--- src/rtl/uart_enc_pkg.sv ---
// Shared types and byte builders for the UART frame encoder.
// UART_ENC_CHECKSUM_EN adds the trailing XOR checksum byte.
package uart_enc_pkg;

    localparam int MAX_CH    = 4;
    localparam int MAX_SLOTS = 15;
    localparam int MAX_GAP   = 255;

    // Index nibble 0 always identifies a channel header byte.
    localparam logic [3:0] HDR_IDX = 4'h0;

    typedef enum logic [2:0] {
        ST_IDLE = 3'd0,
        ST_SNAP = 3'd1,
        ST_HDR  = 3'd2,
        ST_SLOT = 3'd3,
`ifdef UART_ENC_CHECKSUM_EN
        ST_CSUM = 3'd4,
`endif
        ST_GAP  = 3'd5
    } enc_state_t;

    function automatic logic [7:0] hdr_byte(
        input logic [1:0] ch,
        input logic       deal,
        input logic       fin
    );
        return {ch, deal, fin, HDR_IDX};
    endfunction

    // Slot indices go out 1-based so they never collide with HDR_IDX.
    function automatic logic [7:0] slot_byte(
        input logic [3:0] val,
        input logic [3:0] slot
    );
        return {val, slot + 4'd1};
    endfunction

    function automatic bit cfg_ok(
        input int nch,
        input int nslots,
        input int mode,
        input int gap
    );
        return (nch >= 1) && (nch <= MAX_CH) &&
               (nslots >= 1) && (nslots <= MAX_SLOTS) &&
               (mode >= 0) && (mode <= 2) &&
               (gap >= 0) && (gap <= MAX_GAP);
    endfunction

endpackage

--- src/rtl/uart_enc_trigger.sv ---
// Frame trigger detection and input snapshot register.
// The snapshot keeps each frame self-consistent while inputs move.
module uart_enc_trigger
    import uart_enc_pkg::*;
#(
    parameter int NUM_CH    = 2,
    parameter int NUM_SLOTS = 9,
    parameter int TRIG_MODE = 1
) (
    input  logic                        clk,
    input  logic                        rst,
    input  logic                        idle,
    input  logic                        snap_en,
    input  logic                        start,
    input  logic [NUM_CH-1:0]           deal,
    input  logic [NUM_CH-1:0]           finished,
    input  logic [NUM_CH*NUM_SLOTS*4-1:0] card_values,
    output logic                        trig,
    output logic [NUM_CH-1:0]           deal_s,
    output logic [NUM_CH-1:0]           finished_s,
    output logic [NUM_CH*NUM_SLOTS*4-1:0] card_s
);

    localparam int SW = NUM_CH * (2 + 4 * NUM_SLOTS);

    logic [SW-1:0] live;
    logic [SW-1:0] snap_q;

    assign live = {deal, finished, card_values};
    assign {deal_s, finished_s, card_s} = snap_q;

    // Capture all inputs in the single SNAP cycle of each frame.
    always_ff @(posedge clk) begin
        if (rst) begin
            snap_q <= '0;
        end else if (snap_en) begin
            snap_q <= live;
        end
    end

    // Trigger only counts while idle, so requests during a frame drop.
    always_comb begin
        trig = 1'b0;
        if (idle) begin
            if (TRIG_MODE == 0) begin
                trig = start;
            end else if (TRIG_MODE == 1) begin
                trig = 1'b1;
            end else begin
                trig = start || (live != snap_q);
            end
        end
    end

endmodule

--- src/rtl/uart_frame_encoder.sv ---
// Serialises channel flags and card slots into framed UART bytes.
// UART_ENC_CHECKSUM_EN appends an XOR checksum byte per frame.
module uart_frame_encoder
    import uart_enc_pkg::*;
#(
    parameter int NUM_CH     = 2,
    parameter int NUM_SLOTS  = 9,
    parameter int TRIG_MODE  = 1,
    parameter int GAP_CYCLES = 0
) (
    input  logic                        clk,
    input  logic                        rst,
    input  logic                        tx_full,
    input  logic                        start,
    input  logic [NUM_CH-1:0]           deal,
    input  logic [NUM_CH-1:0]           finished,
    input  logic [NUM_CH*NUM_SLOTS*4-1:0] card_values,
    output logic                        wr_uart,
    output logic [7:0]                  w_data,
    output logic                        busy,
    output logic                        frame_done
);

    localparam logic [1:0] LAST_CH   = 2'(NUM_CH - 1);
    localparam logic [3:0] LAST_SLOT = 4'(NUM_SLOTS - 1);
    localparam logic [7:0] GAP_LAST  = 8'(GAP_CYCLES - 1);
    localparam enc_state_t END_ST    =
        (GAP_CYCLES == 0) ? ST_IDLE : ST_GAP;

    if (!cfg_ok(NUM_CH, NUM_SLOTS, TRIG_MODE, GAP_CYCLES))
    begin : g_bad_cfg
        $error("uart_frame_encoder: parameter out of range");
    end

    enc_state_t state_q, state_d;
    logic [1:0] ch_q, ch_d;
    logic [3:0] slot_q, slot_d;
    logic [7:0] gap_q, gap_d;
    logic       wr_q;
    logic [7:0] wdata_q;
    logic       last_q;
    logic       done_q;

    logic       trig;
    logic       issue;
    logic       final_issue;
    logic       can_wr;
    logic [7:0] cur_byte;
    logic       hdr_deal;
    logic       hdr_fin;
    logic [3:0] slot_val;

    logic [NUM_CH-1:0]           deal_s;
    logic [NUM_CH-1:0]           finished_s;
    logic [NUM_CH*NUM_SLOTS*4-1:0] card_s;

`ifdef UART_ENC_CHECKSUM_EN
    logic [7:0] csum_q;
`endif

    uart_enc_trigger #(
        .NUM_CH    (NUM_CH),
        .NUM_SLOTS (NUM_SLOTS),
        .TRIG_MODE (TRIG_MODE)
    ) u_trig (
        .clk         (clk),
        .rst         (rst),
        .idle        (state_q == ST_IDLE),
        .snap_en     (state_q == ST_SNAP),
        .start       (start),
        .deal        (deal),
        .finished    (finished),
        .card_values (card_values),
        .trig        (trig),
        .deal_s      (deal_s),
        .finished_s  (finished_s),
        .card_s      (card_s)
    );

    // Pick the snapshot fields addressed by the current channel/slot.
    always_comb begin
        hdr_deal = 1'b0;
        hdr_fin  = 1'b0;
        slot_val = 4'h0;
        for (int c = 0; c < NUM_CH; c++) begin
            if (ch_q == 2'(c)) begin
                hdr_deal = deal_s[c];
                hdr_fin  = finished_s[c];
                for (int s = 0; s < NUM_SLOTS; s++) begin
                    if (slot_q == 4'(s)) begin
                        slot_val = card_s[(c*NUM_SLOTS+s)*4 +: 4];
                    end
                end
            end
        end
    end

    // Byte mux for the byte that would be written this cycle.
    always_comb begin
        cur_byte = 8'h00;
        unique case (1'b1)
            (state_q == ST_HDR):
                cur_byte = hdr_byte(ch_q, hdr_deal, hdr_fin);
            (state_q == ST_SLOT):
                cur_byte = slot_byte(slot_val, slot_q);
`ifdef UART_ENC_CHECKSUM_EN
            (state_q == ST_CSUM):
                cur_byte = csum_q;
`endif
            default:
                cur_byte = 8'h00;
        endcase
    end

    // A write in the previous cycle blocks this one so that
    // tx_full is always re-sampled between two writes.
    assign can_wr = !tx_full && !wr_q;

    // Next-state, index advance and write-issue decisions.
    always_comb begin
        state_d     = state_q;
        ch_d        = ch_q;
        slot_d      = slot_q;
        gap_d       = gap_q;
        issue       = 1'b0;
        final_issue = 1'b0;
        unique case (state_q)
            ST_IDLE: begin
                if (trig) begin
                    state_d = ST_SNAP;
                end
            end
            ST_SNAP: begin
                ch_d    = 2'd0;
                slot_d  = 4'd0;
                state_d = ST_HDR;
            end
            ST_HDR: begin
                if (can_wr) begin
                    issue   = 1'b1;
                    slot_d  = 4'd0;
                    state_d = ST_SLOT;
                end
            end
            ST_SLOT: begin
                if (can_wr) begin
                    issue = 1'b1;
                    if (slot_q != LAST_SLOT) begin
                        slot_d = slot_q + 4'd1;
                    end else if (ch_q != LAST_CH) begin
                        slot_d  = 4'd0;
                        ch_d    = ch_q + 2'd1;
                        state_d = ST_HDR;
                    end else begin
                        slot_d = 4'd0;
`ifdef UART_ENC_CHECKSUM_EN
                        state_d = ST_CSUM;
`else
                        final_issue = 1'b1;
                        state_d     = END_ST;
`endif
                    end
                end
            end
`ifdef UART_ENC_CHECKSUM_EN
            ST_CSUM: begin
                if (can_wr) begin
                    issue       = 1'b1;
                    final_issue = 1'b1;
                    state_d     = END_ST;
                end
            end
`endif
            ST_GAP: begin
                if (gap_q == GAP_LAST) begin
                    state_d = ST_IDLE;
                end else begin
                    gap_d = gap_q + 8'd1;
                end
            end
            default: begin
                state_d = ST_IDLE;
            end
        endcase
        if (final_issue) begin
            gap_d = 8'd0;
        end
    end

    // State, indices and registered FIFO write port.
    always_ff @(posedge clk) begin
        if (rst) begin
            state_q <= ST_IDLE;
            ch_q    <= 2'd0;
            slot_q  <= 4'd0;
            gap_q   <= 8'd0;
            wr_q    <= 1'b0;
            wdata_q <= 8'h00;
            last_q  <= 1'b0;
            done_q  <= 1'b0;
        end else begin
            state_q <= state_d;
            ch_q    <= ch_d;
            slot_q  <= slot_d;
            gap_q   <= gap_d;
            wr_q    <= issue;
            if (issue) begin
                wdata_q <= cur_byte;
            end
            last_q  <= final_issue;
            done_q  <= last_q;
        end
    end

`ifdef UART_ENC_CHECKSUM_EN
    // Running XOR of every byte written in the current frame.
    always_ff @(posedge clk) begin
        if (rst) begin
            csum_q <= 8'h00;
        end else if (state_q == ST_SNAP) begin
            csum_q <= 8'h00;
        end else if (issue) begin
            csum_q <= csum_q ^ cur_byte;
        end
    end
`endif

    assign wr_uart    = wr_q;
    assign w_data     = wdata_q;
    assign busy       = (state_q != ST_IDLE);
    assign frame_done = done_q;

endmodule
--- config.mk ---
export PLATFORM = sky130hd
export DESIGN_NAME = uart_frame_encoder
export DESIGN_NICKNAME = d
export VERILOG_FILES = /design/src/rtl/uart_enc_pkg.sv /design/src/rtl/uart_enc_trigger.sv /design/src/rtl/uart_frame_encoder.sv
export SDC_FILE = /design/constraint.sdc
export NUM_CORES = 1
export LEC_CHECK = 0
export BUFFER_PORTS_ARGS = -buffer_cell sky130_fd_sc_hd__buf_4
export CAP_MARGIN = 10
export CORE_ASPECT_RATIO = 1.2
export CORE_UTILIZATION = 45
export DETAILED_ROUTE_END_ITERATION = 10
export PLACE_DENSITY = 0.68
export SLEW_MARGIN = 30
export SYNTH_ARGS = -nofsm -noshare
export SYNTH_HDL_FRONTEND = slang
export SYNTH_HIERARCHICAL = 1
export SYNTH_SLANG_ARGS = --single-unit
export TNS_END_PERCENT = 20
--- constraint.sdc ---
create_clock -name clk -period 4 [get_ports clk]
set_input_delay 0.8 -clock clk [delete_from_list [all_inputs] [get_ports clk]]
set_output_delay 0.8 -clock clk [all_outputs]
set_load 0.02 [all_outputs]
# Word-level counts from Yosys, hierarchy flattened

Cells that the tools add are included.

Register bits: 104
Bits of input ports: 80
Output and inout bits: 11
Word-level logic and storage cells: 97

Add/subtract/negate cells: 3
Equal/unequal tests: 22
Multiplexer cells: 47
Bitwise logic cells: 1
Reduce and logical (&&, ||, !) cells: 15

Operators by type and width:

| cell                | count |
|---|---|
| $mux 4              | 23 |
| $eq 4x3->1 const B  | 4 |
| $pmux 8 s2          | 1 |
| $mux 3              | 5 |
| $pmux 3 s5          | 1 |
| $pmux 4 s3          | 1 |
| $mux 1              | 11 |
| $ne 2x2->1 const B  | 5 |
| $add 8x1->8 const B | 1 |
| $eq 4x2->1 const B  | 2 |
| $eq 8x8->1 const B  | 1 |
| $mux 2              | 4 |
| $eq 3x2->1 const B  | 2 |
| $reduce_bool 3->1   | 2 |
| $reduce_and 5->1    | 1 |
| $add 4x1->4 const B | 1 |
| $eq 4x1->1 const B  | 1 |
| $eq 4x4->1 const B  | 1 |
| $logic_not 4->1     | 1 |
| $ne 2x1->1 const B  | 2 |
| $ne 4x4->1 const B  | 1 |
| $pmux 2 s2          | 1 |
| $reduce_and 4->1    | 1 |
| $reduce_or 2->1     | 2 |
| other kinds (12)    | 13 |

# Longest topological paths before layout

Word-level depth: 22
Depth in mapped cells: 10
Gate-level depth less buffers: 8

# Modules after synthesis

Netlist, hierarchy kept.

By module, submodules not included:

| module             | times used | cells each | area an instance (um2) | seq. area each (um2) |
|---|---|---|---|---|
| uart_enc_trigger   | 1          | 246        | 2736.4                 | 1521.5 |
| uart_frame_encoder | 1          | 237        | 1674.1                 | 380.4 |

# Least setup slack after synthesis

OpenSTA, ideal clock, no wires.

Path type: register -> register
Start point: reg slot_q[0]
End point: reg wdata_q[4] (netlist: w_data[4])
Setup time: 0.134 ns
Arrival time: 1.920 ns
Required time: 3.866 ns
Setup slack: 1.946 ns
Cell stages (with the launch flop): 9
Path buffers: 0
Period minus slack after synthesis: 2.054 ns
Path through: dfxtp_1 -> inv_1 -> ha_1 -> nor2b_2 -> a221oi_1 -> o22ai_1 -> o221ai_1 -> a211oi_1 -> or4_1

Word-level cells in the longest chain between the ends: 22
Elaborated cells on any way between the ends: 30
Classes of those cells: eq/ne: 8; mux: 21; reduce/logical: 1

Ends and longest elaborated chain:

| item                   | RTL line                  | text |
|---|---|---|
| from (decl)            | uart_frame_encoder.sv:37  | `logic [3:0] slot_q, slot_d;` |
| from (signal assigned) | uart_frame_encoder.sv:204 | `slot_q <= slot_d;` |
| $logic_not 4->1        | uart_frame_encoder.sv:90  | `if (slot_q == 4'(s)) begin` |
| $mux 4 (9 in a row)    | uart_frame_encoder.sv:90  |  |
| $mux 4                 | uart_frame_encoder.sv:86  | `if (ch_q == 2'(c)) begin` |
| $mux 4 (9 in a row)    | uart_frame_encoder.sv:90  |  |
| $mux 4 *               | uart_frame_encoder.sv:86  |  |
| $pmux 8 s2 *           | uart_frame_encoder.sv:101 | `unique case (1'b1)` |
| to (signal assigned)   | uart_frame_encoder.sv:208 | `wdata_q <= cur_byte;` |
| to (decl)              | uart_frame_encoder.sv:40  | `logic [7:0] wdata_q;` |

Every way passes the cells marked *; elsewhere a longest branch is shown, timed or not.
A chain may end at the register's enable or synchronous reset.

# Worst setup path after layout

Start point: reg slot_q[0]
End point: reg wdata_q[5] (netlist: w_data[5])

Same word-level chain as after synthesis.

==> qor.tcl <==
set qor(status) {completed}
set qor(power_switching_uw) 770
set qor(power.leakage_nw) 2.13
set qor(critical_path.most_common_cell) {sky130_fd_sc_hd__o211ai_1}
set qor(finalHoldViolCount) 0
set qor(worst-endpoint-required_ns) 4.26
set qor(comb_power_share) 0.229
set qor(timing.final.max_slew_violations) 0
set qor(crit_path_time_final_ns) 2.69
set qor(critical_path.startpoint_type) {register}
set qor(synth_seq_area_share) 0.431
set qor(hold_ws_ns) 0.447
set qor(h-tree-depth) 3
set qor(design.core.area_um2) 9520
set qor(postSynth.asyncResetShare) 0
set qor(placed_area_um2) 5030
set qor(grtUsageTotal) 0.219
set qor(post-route-cell-area_um2) 5340
set qor(clock_insertion_delay_worst_skew_ns) 0.34
set qor(hpwlAfterDp_um) 7750
set qor(fin_ws_ns) 1.31
set qor(setup_total_negative_slack_ns) 0
set qor(synth.mux.area_fraction) 0.175
set qor(post_layout_nonfiller_instances) 679
set qor(crit_path_max_incr_delay_ns) 0.56
set qor(clockBufferDepth) 2
set qor(num_vias) 3707
set qor(y_dimension_of_the_die_um) 110
set qor(via_per_inst) 5.46
set qor(worst-path-buf-inv) 1
set qor(chipWidth_um) 92.4
set qor(crit_path_dat_ns) 2.95
set qor(cts_inserted_buffers) 9
set qor(critical_path.top_delay_family) {simple AND/OR/NAND/NOR gates}
set qor(std_cell_rows) 39
set qor(final_layout_size_suffix_gt1_frac) 0.200
set qor(initial_core_util) 0.464
set qor(setup_viol_count_final) 0
set qor(worst-setup-path-type) {register to register}
set qor(post-cts-setup-buffer-count) 0
set qor(crit_path_max_fanout) 16
set qor(path_cells) {inv_1 -> ha_1 -> nor2b_2 -> a221oi_1 -> or4_1 -> a311oi_1 -> o211ai_1 -> o211ai_1}
set qor(grt_pass1_vias) 3545
set qor(drtAntennaViolNets) 0
set qor(die-area_um2) 10200
set qor(timing.fmax_ghz) 0.372
set qor(power.share.switching) 0.289
set qor(clk_transition_reported_paths_ns) 0.07
set qor(synthesized_area_fraction_occupied_by_ao_oa_aoi_and_oai_cells) 0.142
set qor(worst_ir_drop_vdd_uv) 269
set qor(placed_cells_incl_taps) 663
set qor(worstHoldPathType) {register to register}
set qor(power.total_mw) 2.66
set qor(endpoint_kind) {register}
set qor(drt_first_pass_iters) 4
set qor(place.gp.congestion) 0.861
set qor(worst_slew_pin_slew_ns) 0.775
set qor(postSynthRegisterBits) 95
set qor(numPortBuffers) 89
set qor(placement.setup.worst_slack_ns) 1.32
set qor(cts.repair.resized) 0
set qor(area_growth_syn_to_layout_pct) 21.0
set qor(relSlewSlack) 0.482
set qor(postSynthAreaPerCell_um2) 9.13
set qor(grt_antenna_before_repair) 0
set qor(post_synthesis_instance_area_um2) 4410
set qor(detail_route.wl_per_cell_um) 16.0
set qor(grt_setup_unrepaired) {no}
set qor(num_io_pins) 91
set qor(drt_iter0_markers) 246
set qor(grt_pass1_wl_um) 17600
set qor(post_route_wl_um) 10900
set qor(holdBufCountCts) 0
set qor(clock-root-buffer) {sky130_fd_sc_hd__clkbuf_16}
set qor(synth_top_family_by_area) {multiplexers}
set qor(synthesis.yosys.warnings) 6
set qor(final_core_util) 0.561
set qor(timing.max_cap.violations) 0
set qor(timing.clock.skew_ns) 0.00465
set qor(cts_tree) {built}
set qor(seqPwrFrac) 0.443
set qor(worst_path_max_delay_cell) {sky130_fd_sc_hd__or4_1}
set qor(drc_errors) 0
set qor(yosys.area_share.xor_xnor) 0.00199
set qor(p_per_area_nw_per_um2) 499
set qor(clock_sinks) 95
set qor(nets) 637
set qor(yosysUniqueCellTypes) 47
set qor(synth_flop_cell) {sky130_fd_sc_hd__dfxtp_1}
set qor(synth_fa_ha_area_frac) 0.0170
set qor(postSynthCellCount) 483
set qor(grt_overflow) 0
set qor(layout_worst_path_cycle_share) 0.672
set qor(synth_simple_gate_area_share) 0.170
set qor(antenna_cells) 0
set qor(syn-num-nets) 569
set qor(number_of_synthesized_flops_with_an_enable_pin) 0
set qor(grt_max_degree) 77
set qor(power.internal_mw) 1.89
set qor(clock_power_share) 0.327
## cells in the final DEF (no fill, tap or decap), drive strengths merged, types with 7 or more instances in the layout
cell type,instances
a221oi,7
nand2,20
inv,10
a22oi,9
clkbuf,11
o21ai,16
o221ai,7
nor2,104
nand3,8
mux2i,77
buf,92
nor3,10
a21oi,13
dfxtp,95
nor2b,9
## cell type report
cell class | count | area, um^2
clock buffers | 11 | 243
clock inverters | 5 | 63.8
fillers | 876 | 4180
inverters | 9 | 33.8
multi-input cells | 344 | 2240
flip-flops and latches | 95 | 1900
well taps | 123 | 154
repair buffers | 92 | 703
## worst paths after layout
path                                start    endpoint  slack [ns]  cells after the start
worst max-delay path            slot_q[0]   w_data[5]        1.31                      8
worst min-delay path               last_q  frame_done        0.45                      1
worst max register to register  slot_q[0]   w_data[5]        1.31                      8
worst min register to register     last_q  frame_done        0.45                      1
## layer usage
metal,routed length [um],global-route usage,part of all wire,up-vias
met3,513,0.0448,0.047,15
li1,-,-,-,1852
met1,4660,0.281,0.43,1741
met4,184,0.0688,0.017,0
met5,0,0,0,-
met2,5500,0.365,0.51,99
## state kept, by name, summed over array words and instances, names as in the netlist
register	flops
ch_q	2
frame_done	1
u_trig/snap_q	76
state_q	2
w_data	8
slot_q	4
wr_uart	1
last_q	1
## cells in the mapped netlist, types with 2 or more instances
cell type | instances | area, um^2
sky130_fd_sc_hd__or4_1 | 3 | 22.5
sky130_fd_sc_hd__a21oi_1 | 13 | 65.1
sky130_fd_sc_hd__nor2b_1 | 8 | 50.1
sky130_fd_sc_hd__inv_1 | 8 | 30.0
sky130_fd_sc_hd__clkbuf_1 | 18 | 67.6
sky130_fd_sc_hd__nor2_1 | 104 | 390
sky130_fd_sc_hd__nand3_1 | 8 | 40.0
sky130_fd_sc_hd__a22oi_1 | 9 | 67.6
sky130_fd_sc_hd__a211oi_1 | 6 | 45.0
sky130_fd_sc_hd__a221oi_1 | 7 | 61.3
sky130_fd_sc_hd__and3_1 | 3 | 18.8
sky130_fd_sc_hd__ha_1 | 6 | 75.1
sky130_fd_sc_hd__a311oi_1 | 2 | 17.5
sky130_fd_sc_hd__nand2b_1 | 6 | 37.5
sky130_fd_sc_hd__nand2_1 | 20 | 75.1
sky130_fd_sc_hd__o22ai_1 | 5 | 31.3
sky130_fd_sc_hd__o21ai_0 | 16 | 80.1
sky130_fd_sc_hd__and2_1 | 2 | 12.5
sky130_fd_sc_hd__o221ai_1 | 7 | 61.3
sky130_fd_sc_hd__o211ai_1 | 3 | 22.5
sky130_fd_sc_hd__dfxtp_1 | 95 | 1900
sky130_fd_sc_hd__o22a_1 | 3 | 26.3
sky130_fd_sc_hd__mux2i_1 | 77 | 771
sky130_fd_sc_hd__buf_2 | 6 | 30.0
sky130_fd_sc_hd__buf_4 | 5 | 37.5
sky130_fd_sc_hd__nand3b_1 | 2 | 15.0
sky130_fd_sc_hd__nor3_1 | 10 | 50.1
sky130_fd_sc_hd__buf_12 | 5 | 100
sky130_fd_sc_hd__a31oi_1 | 6 | 37.5
sky130_fd_sc_hd__a32oi_1 | 3 | 26.3
## power by group through the flow
stage | logic, mW | registers [mW] | clock network, mW
2_1_floorplan | 0.546 | 1.16 | 0
3_3_place_gp | 0.601 | 1.20 | 0
3_5_place_dp | 0.612 | 1.20 | 0
4_1_cts | 0.615 | 1.18 | 0.883
5_1_grt | 0.669 | 1.20 | 0.930
6_report | 0.611 | 1.18 | 0.872
## worst register-to-register path: cells and delay by family (launching register included)
family / cells / cell delay, ns
AOI/OAI and AO/OA: 4 / 0.63
and+or+nand+nor: 2 / 0.96
buffers and inverters: 1 / 0.14
adders and majority gates: 1 / 0.54
DFF: 1 / 0.34
## cell families (layout without fill, tap and decap cells)
| group | count (synthesis) | after routing |
|---|---|---|
| and+or+nand+nor | 171 | 171 |
| DFF | 95 | 95 |
| AOI/OAI and AO/OA | 89 | 89 |
| muxes | 77 | 77 |
| buffers and inverters | 44 | 117 |
| adders and majority gates | 6 | 6 |
| xor gates and xnor gates | 1 | 1 |
No activity file was read; power rests on OpenSTA's default activity.
